**config.mk**
```make
export PLATFORM = sky130hd
export DESIGN_NAME = pci_reset_sequencer
export DESIGN_NICKNAME = d
export VERILOG_FILES = /design/src/rtl/pci_reset_sequencer.sv
export SDC_FILE = /design/constraint.sdc
export NUM_CORES = 1
export LEC_CHECK = 0
export CAP_MARGIN = 10
export CORE_UTILIZATION = 54
export DETAILED_ROUTE_END_ITERATION = 12
export GPL_ROUTABILITY_DRIVEN = 0
export HOLD_SLACK_MARGIN = 0.12
export PLACE_DENSITY = 0.82
export SYNTH_ARGS = -nofsm -noshare
export SYNTH_HDL_FRONTEND = slang
export SYNTH_SLANG_ARGS = --single-unit
```
**constraint.sdc**
```tcl
create_clock -name pci_clk -period 4 [get_ports pci_clk]
set_clock_uncertainty 0.2 [all_clocks]
set_input_delay 0.4 -clock pci_clk [delete_from_list [all_inputs] [get_ports pci_clk]]
set_output_delay 0.4 -clock pci_clk [all_outputs]
set_load 0.05 [all_outputs]
```
**src/rtl/pci_reset_sequencer.sv**
```systemverilog
// PCI reset sequencer: synchronizes pad reset and PLL lock, drives RST#
// in host mode, and releases a registered core reset once the clock is stable.
module pci_reset_sequencer #(
  parameter int SYNC_STAGES         = 2,
  parameter int RST_ASSERT_CYCLES   = 33000,
  parameter int RST_RECOVERY_CYCLES = 16
) (
  input  logic       pci_clk,
  input  logic       pci_reset_l,
  input  logic       pci_reset_raw,
  input  logic       pll_locked,
  input  logic       pci_pll_bypass,
  input  logic       host_mode,
  input  logic       host_reset_req,
  output logic       pci_reset_out_oe_comb,
  output logic       core_reset,
  output logic       reset_done,
  output logic [2:0] seq_state
);

  localparam logic [2:0] HOLD         = 3'd0;
  localparam logic [2:0] WAIT_LOCK    = 3'd1;
  localparam logic [2:0] RECOVER      = 3'd2;
  localparam logic [2:0] RUN          = 3'd3;
  localparam logic [2:0] DRIVE        = 3'd4;
  localparam logic [2:0] WAIT_RELEASE = 3'd5;

  localparam logic [15:0] REC_LAST = 16'(RST_RECOVERY_CYCLES - 1);
  localparam logic [15:0] DRV_LAST = 16'(RST_ASSERT_CYCLES - 1);

  logic [SYNC_STAGES-1:0] rst_sync_q;
  logic [SYNC_STAGES-1:0] lock_sync_q;
  logic                   rst_s;
  logic                   lock_ok;

  logic [2:0]  state_q, state_d;
  logic [15:0] cnt_q, cnt_d;

  logic core_reset_q, core_reset_d;
  logic oe_q, oe_d;
  logic done_q, done_d;

  // Two-flop style synchronizers; reset sits asserted, lock sits unlocked
  always_ff @(posedge pci_clk) begin
    if (!pci_reset_l) begin
      rst_sync_q  <= '1;
      lock_sync_q <= '0;
    end else begin
      rst_sync_q  <= {rst_sync_q[SYNC_STAGES-2:0], pci_reset_raw};
      lock_sync_q <= {lock_sync_q[SYNC_STAGES-2:0], pll_locked};
    end
  end

  assign rst_s   = rst_sync_q[SYNC_STAGES-1];
  assign lock_ok = lock_sync_q[SYNC_STAGES-1] | pci_pll_bypass;

  // State and shared counter register
  always_ff @(posedge pci_clk) begin
    if (!pci_reset_l) begin
      state_q <= HOLD;
      cnt_q   <= '0;
    end else begin
      state_q <= state_d;
      cnt_q   <= cnt_d;
    end
  end

  // Next-state logic; DRIVE runs to completion regardless of inputs
  always_comb begin
    state_d = state_q;
    cnt_d   = cnt_q;
    case (state_q)
      HOLD: begin
        if (!rst_s) state_d = WAIT_LOCK;
      end
      WAIT_LOCK: begin
        if (rst_s) begin
          state_d = HOLD;
        end else if (lock_ok) begin
          state_d = RECOVER;
          cnt_d   = '0;
        end
      end
      RECOVER: begin
        if (rst_s)              state_d = HOLD;
        else if (!lock_ok)      state_d = WAIT_LOCK;
        else if (cnt_q == REC_LAST) state_d = RUN;
        else                    cnt_d = cnt_q + 16'd1;
      end
      RUN: begin
        if (rst_s) begin
          state_d = HOLD;
        end else if (!lock_ok) begin
          state_d = WAIT_LOCK;
        end else if (host_mode && host_reset_req) begin
          state_d = DRIVE;
          cnt_d   = '0;
        end
      end
      DRIVE: begin
        if (cnt_q == DRV_LAST) state_d = WAIT_RELEASE;
        else                   cnt_d = cnt_q + 16'd1;
      end
      WAIT_RELEASE: begin
        if (!rst_s) state_d = WAIT_LOCK;
      end
      default: state_d = HOLD;
    endcase
  end

  // Output decode from the next state so outputs register in step with it
  always_comb begin
    core_reset_d = (state_d != RUN);
    oe_d         = (state_d == DRIVE);
    done_d       = (state_q == RECOVER) && (state_d == RUN);
  end

  // Output registers
  always_ff @(posedge pci_clk) begin
    if (!pci_reset_l) begin
      core_reset_q <= 1'b1;
      oe_q         <= 1'b0;
      done_q       <= 1'b0;
    end else begin
      core_reset_q <= core_reset_d;
      oe_q         <= oe_d;
      done_q       <= done_d;
    end
  end

  assign core_reset            = core_reset_q;
  assign pci_reset_out_oe_comb = oe_q;
  assign reset_done            = done_q;
  assign seq_state             = state_q;

endmodule
```
==> results by group <==
GRT
  • Vias in the first global route: 1104
  • Overflow after GRT: 0
  • Pin count of the biggest net entering global routing: 28
  • First-pass GRT wire length: 4900 um
  • Initial antenna violation count: 0
  • Total track usage: 23.3%

Floorplan
  • IO Count: 13
  • Die H: 53.8 um
  • Total core area: 2500 um^2
  • Rows: 18
  • Initial Util: between 50% and 60%
  • Die ar.: 2900 um^2
  • Die W: approximately 54 um

Setup path
  • Crit-path max FO: 10
  • CP max stage cell: clkdlybuf4s50_1
  • Critical path class: reg -> out
  • CP Launch Type: flip-flop
  • Critical path required time: about 3.4 ns
  • Worst path arrival time: ~1.9 ns
  • Critical Path Stages: 1
  • CP endpoint kind: output pin
  • CP peak stage delay: 0.91 ns
  • Buf+Inv Stages, Crit Path: 1
  • Ordered list of cells on the worst path: clkdlybuf4s50_1
  • Reg2reg path depth: 5
  • Top delay family on crit path: buffers and inverters

Power
  • Sw Share: 20.1%
  • Gate power share: 4.5%
  • Clock power share: 39.0%
  • Power per cell area: 295 nW/um^2
  • Lkg Pwr: between 0.0005 and 0.0006 uW
  • VDD IR max: 264 uV
  • Int Pwr: 373 uW
  • Reg power frac: 56.4%
  • Net switching power figure: 93.6 uW

Synthesis
  • Mapped Cells: 163
  • Number of flops mapped to enable cells by yosys: 0
  • Cell taking the most area after synthesis: dfxtp_1
  • Syn avg cell area: between 8 and 9 um^2
  • FFs w/ async S/R, synth: 0%
  • Sequential-to-total area share from yosys stat: 35.9%
  • Distinct cells, synth: 53
  • Synth warn: 0
  • Syn_nets: 171
  • Top post-synthesis cells by area: dfxtp_1 (36%), nand2_1 (4.7%), buf_6 (3.1%)
  • Netlist Area Pre-Place: 1450 um^2
  • Share of the synthesized area in the top cell type: a little over a third
  • Top_reg_cell synth: dfxtp_1
  • #FFs+latches synth: 26

Clock tree
  • CTS tree: done
  • Root buf cell: clkbuf_4
  • Post-CTS Repair Setup Buffers: 0
  • # clock sinks: 26
  • Post-cts resize count: 0
  • # H-tree levels: 1
  • Clock slew at reported path FFs: 0.15 ns
  • Clock latency on the worst-skew pair: approximately 0.33 ns
  • Cts hold-fix bufs: 0
  • Max clock buf depth: 2
  • CTS Buf Count: 3

Final layout
  • Nets: around 180
  • Synthesis-to-layout area growth: 8.97%
  • Fill count: ~200
  • Layout cells sized above 1: between 10% and 20%
  • N_diodes: 0

Route
  • Routed Antenna Nets: 0
  • Final WL: 3090 um
  • Total vias in the final route: ~1.2k
  • Initial drt markers: 13
  • Drt drc: 0
  • DR pass1 iterations: 4
  • Vias per cell: 6.23
  • Wire length per cell: 15.6 um

STA
  • Post-route clock period utilization: 61.4%
  • Min Hold Slack: 0.233 ns
  • Tmin final: 2.46 ns
  • Least-Margin Pin Slew: 0.886 ns
  • Max Fclk: 0.407 GHz
  • Slew HR: 40.7%
  • Hold Violations, Final: 0
  • Final Setup Violations: 0
  • Unrepaired setup endpoints after global routing: no
  • Setup TNS: 0 ns
  • Max-slew violations: 0
  • Final setup margin: 1.54 ns

Run status
  • Status: finished clean

Placed design
  • PortBufs: 12
  • DP HPWL: roughly 2100 um
  • Worst slack, placed: 1.45 ns

Flow run
  • Max Cap Viol: 0

Worst hold path
  • Hold Path Class: reg -> reg
  • Hold Crit Depth: 1
## layer usage
| layer | routed length, um | GRT usage, % |
|---|---|---|
| met1 | 1400 | 28.7 |
| met5 | 0 | 0 |
| met2 | 1550 | 42.2 |
| met3 | 111 | 2.54 |
| met4 | 22 | 6.14 |
## stage by stage
stage | instance area (um^2) | power [uW] | util, % | cells
global route | 1580 | 479 | 63.3 | 198
global placement | 1530 | 289 | 61.2 | 194
detailed placement | 1530 | 290 | 61.2 | 194
CTS | 1580 | 467 | 63.3 | 198
floorplan | 1450 | 281 | - | 163
finish | 1580 | 466 | 63.3 | 198
## synth_stat cells (all sizes together), types with 3 or more instances
master  count
dfxtp      26
o211ai      7
and2        3
nor4        3
nand3       4
and3        5
o21ai      11
a21oi       8
nand2b      3
nor2        9
nand4       9
nor2b       3
o31ai       4
clkbuf      4
buf         7
o221a       3
inv         6
nand2      20
a21boi      3
## final timing paths
kind | end | from | slack [ns]
worst max-delay path | seq_state[2] | seq_state[2] | 1.54
worst min-delay path | rst_sync_q[1] | rst_sync_q[0] | 0.23
worst max register to register | cnt_q[8] | seq_state[2] | 1.83
worst min register to register | rst_sync_q[1] | rst_sync_q[0] | 0.23
## area by class of cell
| cell class | instances | area [um^2] | area share, % |
|---|---|---|---|
| timing repair buffer | 12 | 120 | 7.59 |
| clock buffer | 3 | 22.5 | 1.42 |
| inverter | 6 | 22.5 | 1.42 |
| clock inverter | 1 | 30.0 | 1.90 |
| tap | 30 | 37.5 | 2.37 |
| multi-input combinational | 120 | 828 | 52.4 |
| sequential | 26 | 520 | 32.9 |
## kinds of logic after synthesis
group / Yosys count / synth area share [%]
xor gates and xnor gates: 1 / 1.12
muxes: 1 / 0.690
buffers and inverters: 17 / 7.07
and+or+nand+nor: 75 / 33.3
DFF: 26 / 35.9
AOI/OAI and AO/OA: 42 / 21.1
adders and majority gates: 1 / 0.862
## registers in the layout, summed over array words and instances (netlist names)
| signal | count |
|---|---|
| pci_reset_out_oe_comb | 1 |
| rst_sync_q | 2 |
| seq_state | 3 |
| cnt_q | 16 |
| core_reset | 1 |
| lock_sync_q | 2 |
| reset_done | 1 |
## cells in the final DEF, fill, tap and decap left out, types with 3 or more instances in the layout
| cell type | Yosys | final |
|---|---|---|
| a21oi_1 | 8 | 8 |
| and2_1 | 3 | 3 |
| inv_1 | 6 | 6 |
| nor2b_1 | 3 | 3 |
| dfxtp_1 | 26 | 26 |
| nand2b_1 | 3 | 3 |
| o21ai_1 | 3 | 3 |
| nand2_1 | 18 | 18 |
| nor2_1 | 8 | 8 |
| o21ai_0 | 8 | 8 |
| o31ai_1 | 3 | 3 |
| nand3_1 | 3 | 3 |
| clkdlybuf4s50_1 | 0 | 12 |
| nand4_1 | 7 | 7 |
| clkbuf_4 | 0 | 3 |
| and3_1 | 4 | 4 |
| o211ai_1 | 5 | 5 |
## power by group through the flow
| stage | logic, uW | clock network (uW) | registers, uW |
|---|---|---|---|
| after floorplan | 12.8 | 0 | 269 |
| after global placement | 20.6 | 0 | 269 |
| after detailed placement | 21.0 | 0 | 269 |
| after CTS | 21.2 | 183 | 263 |
| after global routing | 23.1 | 192 | 264 |
| final | 21.2 | 182 | 263 |
Note: power is estimated with default switching activity, not from simulation.
